===== config.mk =====
export PLATFORM = sky130hd
export DESIGN_NAME = rl_pair_gen
export DESIGN_NICKNAME = d
export VERILOG_FILES = /design/src/rtl/rl_md_pkg.sv /design/src/rtl/rl_ref_slot_bank.sv /design/src/rtl/rl_pair_gen.sv
export SDC_FILE = /design/constraint.sdc
export NUM_CORES = 1
export LEC_CHECK = 0
export ABC_AREA = 1
export BUFFER_PORTS_ARGS = -buffer_cell sky130_fd_sc_hd__buf_4
export CAP_MARGIN = 20
export CORE_AREA = 2 2 404 406
export CTS_CLUSTER_DIAMETER = 150
export DETAILED_ROUTE_END_ITERATION = 10
export DIE_AREA = 0 0 406 408
export HOLD_SLACK_MARGIN = 0.03
export PLACE_DENSITY = 0.34
export RECOVER_POWER = 100
export SLEW_MARGIN = 25
export SYNTH_ARGS = -nofsm -noshare
export SYNTH_HDL_FRONTEND = slang
export SYNTH_SLANG_ARGS = --single-unit

===== constraint.sdc =====
create_clock -name clk -period 6.29 [get_ports clk]
set_input_delay 0.629 -clock clk [delete_from_list [all_inputs] [get_ports clk]]
set_output_delay 0.629 -clock clk [all_outputs]
set_load 0.05 [all_outputs]

===== src/rtl/rl_md_pkg.sv =====
// Shared types and defaults for the RL MD pair-generation path.
//   pos_t            : packed {z,y,x} fp32 position word
//   pair_gen_state_e : pair generator FSM states
//   DEF_*            : default widths and counts used by rl_pair_gen
package rl_md_pkg;

    localparam int DEF_DATA_WIDTH        = 32;
    localparam int DEF_PARTICLE_ID_WIDTH = 7;
    localparam int DEF_NUM_FILTER        = 7;
    localparam int DEF_DRAIN_GUARD       = 4;

    typedef struct packed {
        logic [DEF_DATA_WIDTH-1:0] z;
        logic [DEF_DATA_WIDTH-1:0] y;
        logic [DEF_DATA_WIDTH-1:0] x;
    } pos_t;

    typedef enum logic [2:0] {
        ST_IDLE,
        ST_LOAD,
        ST_STREAM,
        ST_DRAIN,
        ST_DONE
    } pair_gen_state_e;

endpackage


===== src/rtl/rl_ref_slot_bank.sv =====
// Reference slot bank: one {z,y,x} register per filter slot plus the
// slot-valid mask for the current reference group.
//   clk, rst   : clock, async active-low reset
//   mask_ld    : load slot_valid from mask_in (once per group)
//   mask_in    : which slots hold a real home particle this group
//   ld_en      : per-slot capture enable for ld_pos
//   ld_pos     : {z,y,x} home position being captured
//   ref_x/y/z  : per-slot reference coordinates
//   slot_valid : per-slot valid mask
module rl_ref_slot_bank #(
    parameter int NUM_FILTER = 7,
    parameter int DATA_WIDTH = 32
) (
    input  logic                                 clk,
    input  logic                                 rst,
    input  logic                                 mask_ld,
    input  logic [NUM_FILTER-1:0]                mask_in,
    input  logic [NUM_FILTER-1:0]                ld_en,
    input  logic [3*DATA_WIDTH-1:0]              ld_pos,
    output logic [NUM_FILTER-1:0][DATA_WIDTH-1:0] ref_x,
    output logic [NUM_FILTER-1:0][DATA_WIDTH-1:0] ref_y,
    output logic [NUM_FILTER-1:0][DATA_WIDTH-1:0] ref_z,
    output logic [NUM_FILTER-1:0]                slot_valid
);

    always_ff @(posedge clk or negedge rst) begin
        if (!rst)
            slot_valid <= '0;
        else if (mask_ld)
            slot_valid <= mask_in;
    end

    // Unused slots in a short group keep stale data; slot_valid masks them.
    for (genvar k = 0; k < NUM_FILTER; k++) begin : g_slot
        always_ff @(posedge clk or negedge rst) begin
            if (!rst) begin
                ref_x[k] <= '0;
                ref_y[k] <= '0;
                ref_z[k] <= '0;
            end else if (ld_en[k]) begin
                ref_x[k] <= ld_pos[0*DATA_WIDTH +: DATA_WIDTH];
                ref_y[k] <= ld_pos[1*DATA_WIDTH +: DATA_WIDTH];
                ref_z[k] <= ld_pos[2*DATA_WIDTH +: DATA_WIDTH];
            end
        end
    end

endmodule


===== src/rtl/rl_pair_gen.sv =====
// Pair generator feeding the RL LJ evaluation unit.
// Loads up to NUM_FILTER home particles as a reference group, streams every
// neighbour-cell particle against that group, then waits for the filter
// buffers to drain before moving to the next group.
//   clk, rst                     : clock, async active-low reset
//   start, phase                 : pass start pulse; 0 = home/home (half shell)
//   home_count, nb_count         : particle counts, sampled at start
//   home_rd_* / nb_rd_*          : position memory reads, data 1 cycle after en
//   back_pressure                : per-filter stop
//   all_buffer_empty             : filter buffers drained
//   pair_valid                   : per-slot valid for the presented pair
//   ref_particle_id              : group base id (slot k = base+k)
//   nb_particle_id, nb_position  : presented neighbour
//   ref_x/y/z                    : reference slot positions
//   busy, done                   : pass in progress / 1-cycle completion pulse
module rl_pair_gen
    import rl_md_pkg::*;
#(
    parameter int DATA_WIDTH        = DEF_DATA_WIDTH,
    parameter int PARTICLE_ID_WIDTH = DEF_PARTICLE_ID_WIDTH,
    parameter int NUM_FILTER        = DEF_NUM_FILTER,
    parameter int DRAIN_GUARD       = DEF_DRAIN_GUARD
) (
    input  logic                                 clk,
    input  logic                                 rst,
    input  logic                                 start,
    input  logic                                 phase,
    input  logic [PARTICLE_ID_WIDTH:0]           home_count,
    input  logic [PARTICLE_ID_WIDTH:0]           nb_count,
    output logic                                 home_rd_en,
    output logic [PARTICLE_ID_WIDTH-1:0]         home_rd_addr,
    input  logic [3*DATA_WIDTH-1:0]              home_rd_data,
    output logic                                 nb_rd_en,
    output logic [PARTICLE_ID_WIDTH-1:0]         nb_rd_addr,
    input  logic [3*DATA_WIDTH-1:0]              nb_rd_data,
    input  logic [NUM_FILTER-1:0]                back_pressure,
    input  logic                                 all_buffer_empty,
    output logic [NUM_FILTER-1:0]                pair_valid,
    output logic [PARTICLE_ID_WIDTH-1:0]         ref_particle_id,
    output logic [PARTICLE_ID_WIDTH-1:0]         nb_particle_id,
    output logic [NUM_FILTER-1:0][DATA_WIDTH-1:0] ref_x,
    output logic [NUM_FILTER-1:0][DATA_WIDTH-1:0] ref_y,
    output logic [NUM_FILTER-1:0][DATA_WIDTH-1:0] ref_z,
    output logic [3*DATA_WIDTH-1:0]              nb_position,
    output logic                                 busy,
    output logic                                 done
);

    localparam int IW = PARTICLE_ID_WIDTH;
    localparam int CW = PARTICLE_ID_WIDTH + 1;     // count/base width, no wrap
    localparam int GW = $clog2(DRAIN_GUARD + 2);
    localparam logic [CW-1:0] NF_C    = CW'(NUM_FILTER);
    localparam logic [CW-1:0] ONE_C   = CW'(1);
    localparam logic [GW-1:0] GUARD_C = GW'(DRAIN_GUARD);

    pair_gen_state_e state_q, state_d;

    logic            phase_q;
    logic [CW-1:0]   home_cnt_q, nb_cnt_q, base_q;
    logic [CW-1:0]   ld_idx_q, ld_slot_q, nb_idx_q;
    logic            ld_vld_q, pres_vld_q;
    logic [IW-1:0]   nb_id_q;
    logic [GW-1:0]   dg_cnt_q;

    logic [CW-1:0]   rem, grp_n, base_nxt, home_addr_full;
    logic            load_issue, load_last, nb_issue, stream_last;
    logic            bp_block, guard_done, drain_exit;
    logic [NUM_FILTER-1:0] slot_valid, mask_in, ld_en;
    logic            mask_ld;

    // Slots in this group: NUM_FILTER, clipped by what is left of the home cell.
    assign rem            = home_cnt_q - base_q;
    assign grp_n          = (rem > NF_C) ? NF_C : rem;
    assign base_nxt       = base_q + NF_C;
    assign home_addr_full = base_q + ld_idx_q;

    assign load_issue  = (state_q == ST_LOAD) && (ld_idx_q < grp_n);
    assign load_last   = ld_vld_q && (ld_slot_q == grp_n - ONE_C);

    // Only back pressure on slots that can actually receive a pair stalls us.
    assign bp_block    = |(back_pressure & slot_valid);
    assign nb_issue    = (state_q == ST_STREAM) && (nb_idx_q < nb_cnt_q) && !bp_block;
    assign stream_last = pres_vld_q && ({1'b0, nb_id_q} == nb_cnt_q - ONE_C);

    assign guard_done  = (dg_cnt_q == GUARD_C);
    assign drain_exit  = (state_q == ST_DRAIN) && guard_done && all_buffer_empty;

    // Mask is latched on the first LOAD cycle; base is stable for the group.
    assign mask_ld = (state_q == ST_LOAD) && (ld_idx_q == '0);

    always_comb begin
        mask_in = '0;
        ld_en   = '0;
        for (int k = 0; k < NUM_FILTER; k++) begin
            mask_in[k] = (base_q + CW'(k)) < home_cnt_q;
            ld_en[k]   = ld_vld_q && (ld_slot_q == CW'(k));
        end
    end

    rl_ref_slot_bank #(
        .NUM_FILTER (NUM_FILTER),
        .DATA_WIDTH (DATA_WIDTH)
    ) u_slots (
        .clk        (clk),
        .rst        (rst),
        .mask_ld    (mask_ld),
        .mask_in    (mask_in),
        .ld_en      (ld_en),
        .ld_pos     (home_rd_data),
        .ref_x      (ref_x),
        .ref_y      (ref_y),
        .ref_z      (ref_z),
        .slot_valid (slot_valid)
    );

    // ---------------- FSM: state register ----------------
    always_ff @(posedge clk or negedge rst) begin
        if (!rst)
            state_q <= ST_IDLE;
        else
            state_q <= state_d;
    end

    // ---------------- FSM: next state ----------------
    always_comb begin
        state_d = state_q;
        case (state_q)
            ST_IDLE:
                if (start)
                    state_d = (home_count == '0) ? ST_DONE : ST_LOAD;
            ST_LOAD:
                if (load_last)
                    state_d = (nb_cnt_q == '0) ? ST_DRAIN : ST_STREAM;
            ST_STREAM:
                if (stream_last)
                    state_d = ST_DRAIN;
            ST_DRAIN:
                if (drain_exit)
                    state_d = (base_nxt >= home_cnt_q) ? ST_DONE : ST_LOAD;
            ST_DONE:
                state_d = ST_IDLE;
            default:
                state_d = ST_IDLE;
        endcase
    end

    // ---------------- datapath ----------------
    always_ff @(posedge clk or negedge rst) begin
        if (!rst) begin
            phase_q    <= 1'b0;
            home_cnt_q <= '0;
            nb_cnt_q   <= '0;
            base_q     <= '0;
            ld_idx_q   <= '0;
            ld_slot_q  <= '0;
            ld_vld_q   <= 1'b0;
            nb_idx_q   <= '0;
            pres_vld_q <= 1'b0;
            nb_id_q    <= '0;
            dg_cnt_q   <= '0;
        end else begin
            if ((state_q == ST_IDLE) && start) begin
                phase_q    <= phase;
                home_cnt_q <= home_count;
                nb_cnt_q   <= nb_count;
                base_q     <= '0;
            end else if (drain_exit) begin
                base_q     <= base_nxt;
            end

            if (state_q != ST_LOAD)
                ld_idx_q <= '0;
            else if (load_issue)
                ld_idx_q <= ld_idx_q + ONE_C;

            // Home data arrives one cycle after the read; remember its slot.
            ld_vld_q  <= load_issue;
            ld_slot_q <= ld_idx_q;

            if (state_q != ST_STREAM)
                nb_idx_q <= '0;
            else if (nb_issue)
                nb_idx_q <= nb_idx_q + ONE_C;

            // An issued neighbour read is always presented, even if back
            // pressure rises meanwhile; the filters hold one spare entry.
            pres_vld_q <= nb_issue;
            if (nb_issue)
                nb_id_q <= nb_idx_q[IW-1:0];

            if (state_q != ST_DRAIN)
                dg_cnt_q <= '0;
            else if (!guard_done)
                dg_cnt_q <= dg_cnt_q + GW'(1);
        end
    end

    // ---------------- FSM: outputs ----------------
    always_comb begin
        home_rd_en      = load_issue;
        home_rd_addr    = load_issue ? home_addr_full[IW-1:0] : '0;
        nb_rd_en        = nb_issue;
        nb_rd_addr      = nb_issue ? nb_idx_q[IW-1:0] : '0;
        busy            = (state_q == ST_LOAD) || (state_q == ST_STREAM) ||
                          (state_q == ST_DRAIN);
        done            = (state_q == ST_DONE);
        ref_particle_id = base_q[IW-1:0];
        nb_particle_id  = pres_vld_q ? nb_id_q : '0;
        nb_position     = pres_vld_q ? nb_rd_data : '0;
        pair_valid      = '0;
        // Half-shell: in phase 0 a slot only pairs with higher neighbour ids.
        for (int k = 0; k < NUM_FILTER; k++)
            pair_valid[k] = pres_vld_q && slot_valid[k] &&
                            (phase_q || ({1'b0, nb_id_q} > (base_q + CW'(k))));
    end

endmodule


* Word level (Yosys, flattened, before mapping)
Index checks and enable logic that the tools add are counted.
** Word-level totals
- Bits in registers :: 743
- Bits in latches :: 0
- RAM bits :: 0
- Bits in read-only memories :: 0
- Output and inout port bits :: 807
- Logic and storage cells :: 159
- Memories :: 0
** Operators by class
- $add $sub $neg :: 14
- $mul :: 0
- Divide/modulo/power cells :: 0
- $lt $le $gt $ge :: 18
- Equality and inequality tests :: 21
- Shift-type cells :: 0
- Mux-type cells :: 21
- Bitwise logic cells :: 1
- Reduce and logical (&&, ||, !) cells :: 50
** Operator list (number)
- $mux W96 :: 1
- $lt A8 B8 Y1 :: 9
- $gt A7 B8 Y1 :: 7
- $mux W8 :: 7
- $add A8 B3 Y8 const B :: 4
- $logic_not A8 Y1 :: 4
- $logic_and A1 B1 Y1 :: 30
- $add A8 B1 Y8 const B :: 3
- $eq A8 B3 Y1 const B :: 3
- $mux W3 :: 8
- $mux W7 :: 3
- $add A8 B2 Y8 const B :: 2
- $eq A8 B2 Y1 const B :: 2
- $sub A8 B1 Y8 const B :: 2
- $pmux W3 S4 :: 1
- $logic_or A1 B1 Y1 :: 9
- $eq A7 B8 Y1 :: 1
- $eq A8 B1 Y1 const B :: 1
- $eq A8 B8 Y1 :: 1
- $ge A8 B8 Y1 :: 1
- $gt A8 B3 Y1 const B :: 1
- $ne A2 B2 Y1 const B :: 4
- $sub A8 B8 Y8 :: 1
- $add A7 B7 Y7 :: 1
- other kinds (14) :: 19

* Longest topological paths before layout
- Depth in word-level cells :: 8
- Depth in mapped cells :: 24

* Cells and area by module
A second synthesis with hierarchy kept.
** Second synthesis, totals
- Cell total of the unflattened synthesis :: 4071
- Area, all modules :: 33627.3 um^2
** By module, submodules not included
- rl_ref_slot_bank :: times used 1, cells each 2872, area each 25718.4 um^2, sequential area each 16991.3 um^2
- rl_pair_gen :: times used 1, cells each 1199, area each 7908.8 um^2, sequential area each 1601.5 um^2

* Worst setup path before layout
OpenSTA, ideal clock, no wires.
- Path type :: register to output
- From :: register base_q[2]
- To :: output port home_rd_addr[0]
- Arrival time :: 3.678 ns
- Data required time :: 5.661 ns
- Slack :: 1.983 ns
- Stages on the path, launching flop included :: 21
- Cells stage by stage :: dfrtp_1 > clkbuf_1 > inv_1 > ha_1 > nor2_1 > nand2_1 > nand2_1 > nand2_1 > nand2_1 > nand3_1 > nor2_4 > nand2_1 > nor2_1 > ha_1 > a21boi_2 > o21bai_2 > nand2_2 > nand2_4 > nand3_2 > buf_6 > nor2_1
** Between the ends
- Cells in the longest elaborated chain, start to end :: 6
** RTL lines
- start: declaration :: line rl_pair_gen.sv:59 : logic [CW-1:0] home_cnt_q, nb_cnt_q, base_q;
- start signal: assignment :: line rl_pair_gen.sv:168 : base_q <= base_nxt;
- $sub A8 B8 Y8 (*) :: line rl_pair_gen.sv:72 : assign rem = home_cnt_q - base_q;
- $gt A8 B3 Y1 :: line rl_pair_gen.sv:73 : assign grp_n = (rem > NF_C) ? NF_C : rem;
- $mux W8 (*) :: line rl_pair_gen.sv:73
- $lt A8 B8 Y1 (*) :: line rl_pair_gen.sv:77 : assign load_issue = (state_q == ST_LOAD) && (ld_idx_q < grp_n);
- $logic_and A1 B1 Y1 (*) :: line rl_pair_gen.sv:77
- $mux W7 (*) :: line rl_pair_gen.sv:201 : home_rd_addr = load_issue ? home_addr_full[IW-1:0] : '0;
- end: declaration :: line rl_pair_gen.sv:31 : output logic [PARTICLE_ID_WIDTH-1:0] home_rd_addr,
Every way passes the cells marked *; elsewhere a longest branch is shown, timed or not.

* Final worst setup path
- From :: register base_q[2]
- To :: output port home_rd_addr[6]
** Between the ends
- Cells in the longest elaborated chain, start to end :: 6
** RTL lines (line)
- $sub A8 B8 Y8 :: rl_pair_gen.sv:72
- $gt A8 B3 Y1 :: rl_pair_gen.sv:73
- $mux W8 :: rl_pair_gen.sv:73
- $lt A8 B8 Y1 :: rl_pair_gen.sv:77
- $logic_and A1 B1 Y1 :: rl_pair_gen.sv:77
- $mux W7 (*) :: rl_pair_gen.sv:201
Marks and branches as above.

==> out/qor_table.md <==
| Metric | This run |
|:---|:---|
| Status | finished, violations left |
| Failing checks | max-capacitance violations, max-slew violations |
| Unique cell type count in the Yosys netlist | 53 |
| Number of nets still failing antenna checks after routing | 0 |
| Placer Congestion | 0.805 |
| Final layout net count | 4819 |
| Fraction of layout cells with a size suffix above 1 | 8.89% |
| Leakage power | 20.7 nW |
| Area growth, synth to finish | 31.3% |
| Number of ports placed on the die boundary | 1027 |
| Ys async rst share | 100% |
| Syn Area/Cell | 9.15 µm² |
| Number of clock buffers inserted by TritonCTS | 95 |
| Part of the total power dissipated in combinational logic | 44.4% |
| Ranking of synthesized cells by area | sky130_fd_sc_hd__dfrtp_1 (58%), sky130_fd_sc_hd__nand2_1 (11%), sky130_fd_sc_hd__o21ai_0 (11%) |
| Synth Register Bits | 743 |
| Global route total overflow | 0 |
| Mapped Cells | 3486 |
| Buffer levels on the longest clock path | 3 |
| Type of the setup path with the least slack | reg -> out |
| Sequential element share of the synthesized area | 58.3% |
| Via total after detailed routing | 27.3k |
| Number of clock sinks | 743 |
| Vias in the first global route | 26.5k |
| Maximum number of pins on one net before global-route repair | 153 |
| Worst slew slack as a fraction of its limit | -140% |
| Most prevalent standard cell on the critical path | sky130_fd_sc_hd__nand2_1 |
| YS warnings | 0 |
| All-layer global routing usage | 17.6% |
| Count of buffer and inverter cells on the critical path | 3 |
| Highest clock frequency the design can meet | 183 MHz |
| Post-CTS Setup Bufs | 0 |
| Fin. Hold Viols | 0 |
| Data required time at the worst endpoint | 5.66 ns |
| CTS H-tree lvls | 3 |
| Period Utilization, post-route | 87.1% |
| Unrepaired setup endpoints after global routing | false |
| Per-cell via count in the routed design | 4.07 |
| Quantity of I/O buffers inserted on ports | 1026 |
| Leading register cell type out of synthesis | sky130_fd_sc_hd__dfrtp_1 |
| Clk network pwr share | 24.3% |
| Chip height | 408 µm |
| PD cells | 538 mW/mm² |
| Max Cap Violations | 28 |
| Maximum fanout along the worst path | 13 |
| Final setup vio count | 0 |
| Type of the most critical hold path | in -> reg |
| Family of cells with the greatest summed delay on the critical path | simple AND/OR/NAND/NOR gates |
| Critical path data arrival time | 4.85 ns |
| Sequential Power Share | 31.2% |
| Detailed-route wire length per cell | 22.4 µm |
| Worst-Skew Late Latency | 0.74 ns |
| Final worst path period need | 5.48 ns |
| Setup crit start kind | flop |
| Worst setup skew after layout | 0.0759 ns |
| Most used standard cells in the synthesized netlist | sky130_fd_sc_hd__nand2_1 (958), sky130_fd_sc_hd__dfrtp_1 (743), sky130_fd_sc_hd__o21ai_0 (704) |
| Peak VDD IR | 0.231 mV |
| Routed wire length | 150000 µm |
| Cell Int Power | 0.0111 W |
| Count of hold buffers inserted by post-cts repair | 1 |
| Chip width | 406 µm |
| Least setup slack across all paths after layout | 0.811 ns |
| Wire length of the first global-routing pass | 212000 µm |
| Core area | 0.162 mm² |
| 1st-iter DRT viols | 2023 |
| Detailed-route DRC error count | 0 |
| Clk Tree Root Cell | sky130_fd_sc_hd__clkbuf_16 |
| Length of the first detailed-routing pass in iterations | 5 |
| Sw frac | 50.8% |
| P_sw | 0.0114 W |
| Sum of negative setup slack | 0 ns |
| Fillers | 18.2k |
| Floorplan die area | 0.166 mm² |
| Fraction of post-synthesis cell area in the top cell type by area | 58.3% |
| Leading cell type by number of instances after synthesis | sky130_fd_sc_hd__nand2_1 |
| Place WS | 1.74 ns |
| CP endpoint kind | output port |
| Crit-path max cell delay | 0.69 ns |
| Site Rows | 148 |
| Worst-path clk slew | 0.05 ns |
| Clock tree from TritonCTS | yes |
| Post-DP HPWL | 111000 µm |
| Number of enable-type register cells in the synthesized netlist | 0 |
| Area leader, netlist | sky130_fd_sc_hd__dfrtp_1 |
| Initial Util | 19.7% |
| Number of antenna violations at the first check in global routing | 8 |
| PostCTS Resize Cnt | 0 |
| Slew @ Worst Pin | 3.61 ns |
| Cell Area, Synth | 0.0319 mm² |
| Critical path, cell by cell | inv_1, ha_1, inv_2, a21oi_2, nand2_1, nand2_1, nand2_1, nand2_2, nand2_2, nor2_1, nand2_1, nor2_1, ha_1, a21boi_2, o21bai_2, nand2_1, nand2_4, nand3_2, nor2_1, clkbuf_1 |
| Slowest cell on crit path | sky130_fd_sc_hd__dfrtp_1 |
| Max Transition Viols Final | 1912 |
-- registers in the layout, summed over array words and instances, names as in the netlist --
| name | flops |
|---|---|
| u_slots.slot_valid | 7 |
| home_cnt_q | 8 |
| u_slots.ref_y | 224 |
| nb_idx_q | 8 |
| ld_vld_q | 1 |
| u_slots.ref_x | 224 |
| nb_id_q | 7 |
| pres_vld_q | 1 |
| ld_idx_q | 8 |
| phase_q | 1 |
| u_slots.ref_z | 224 |
| state_q | 3 |
| ld_slot_q | 8 |
| dg_cnt_q | 3 |
| base_q | 8 |
| nb_cnt_q | 8 |
-- final timing paths --
check / slack [ns] / start / depth (start not counted) / end
worst max-delay path: 0.81 / base_q[2] / 20 / home_rd_addr[6]
worst min-delay path: 0.19 / phase / 2 / phase_q
worst max register to register: 1.01 / ld_vld_q / 6 / u_slots.ref_x[100]
worst min register to register: 0.48 / u_slots.ref_x[85] / 2 / u_slots.ref_x[85]
max in group asynchronous: 1.45 / rst / 3 / u_slots.ref_x[23]
min in group asynchronous: 1.43 / rst / 2 / u_slots.ref_z[132]
-- through the flow --
stage / instance area (µm²) / total power [W] / hold WS (ns) / instances / utilization (%)
detailed placement: 41900 / 0.0185 / 0.474 / 6540 / 25.9
finish: 41900 / 0.0225 / 0.194 / 6712 / 25.9
CTS: 45100 / 0.0242 / 0.119 / 6706 / 27.9
global route: 41800 / 0.0238 / 0.152 / 6706 / 25.9
floorplan: 31900 / 0.0141 / 0.333 / 3490 / -
global placement: 41900 / 0.0185 / 0.468 / 6540 / 25.9
-- per-layer routing --
metal	global-route usage (%)	wire [µm]	up-vias
met2	29.3	71400	743
met3	4.45	9340	127
met5	0	0	-
met4	4.63	3190	0
met1	22.6	66500	13223
li1	-	-	13235
-- power groups by stage --
stage	clock, W	combinational [W]	sequential (W)
finish	0.00548	0.0100	0.00703
global route	0.00589	0.0107	0.00722
CTS	0.00570	0.0114	0.00706
detailed placement	0	0.0114	0.00712
global placement	0	0.0114	0.00711
floorplan	0	0.00263	0.0115
-- layout by cell type, fill, tap and decap left out, types with 6 or more instances in the layout --
cell type                   instances
sky130_fd_sc_hd__inv_2              6
sky130_fd_sc_hd__nand4_1           24
sky130_fd_sc_hd__nand2_1          961
sky130_fd_sc_hd__clkbuf_2          14
sky130_fd_sc_hd__dfrtp_1          743
sky130_fd_sc_hd__buf_4            228
sky130_fd_sc_hd__diode_2            6
sky130_fd_sc_hd__xor2_1            38
sky130_fd_sc_hd__a221oi_1           6
sky130_fd_sc_hd__ha_1             134
sky130_fd_sc_hd__o21bai_1           6
sky130_fd_sc_hd__clkbuf_8          19
sky130_fd_sc_hd__o21a_1             7
sky130_fd_sc_hd__clkbuf_16         95
sky130_fd_sc_hd__nor4_1             6
sky130_fd_sc_hd__clkinv_2           7
sky130_fd_sc_hd__clkbuf_1         839
sky130_fd_sc_hd__nand3_1           50
sky130_fd_sc_hd__xnor2_1           16
sky130_fd_sc_hd__nor3_1            16
sky130_fd_sc_hd__nor2_1            92
sky130_fd_sc_hd__inv_1            358
sky130_fd_sc_hd__a21oi_1           59
sky130_fd_sc_hd__o21ai_0          726
-- final cells by class --
class                           count  area [µm²]  area share [%]
Tap cell                         2175        2720            6.50
Clock buffer                      144        2750            6.57
Sequential cell                   743       18600            44.4
Antenna cell                        6        15.0          0.0359
Timing Repair Buffer             1056        4870            11.6
Inverter                          368        1380            3.30
Multi-Input combinational cell   2199       11200            26.7
Clock inverter                     21         357           0.852
-- logic make-up after synthesis --
family                     count (synthesis)  share of synthesized area [%]
and+or+nand+nor                         1163                           14.5
AOI/OAI and AO/OA                        840                           13.7
DFF                                      743                           58.3
buffers and inverters                    548                           6.57
adders and majority gates                136                           5.38
xor gates and xnor gates                  54                           1.48
other                                      1                         0.0118
muxes                                      1                         0.0353
Power figures use the tool's default switching activity.
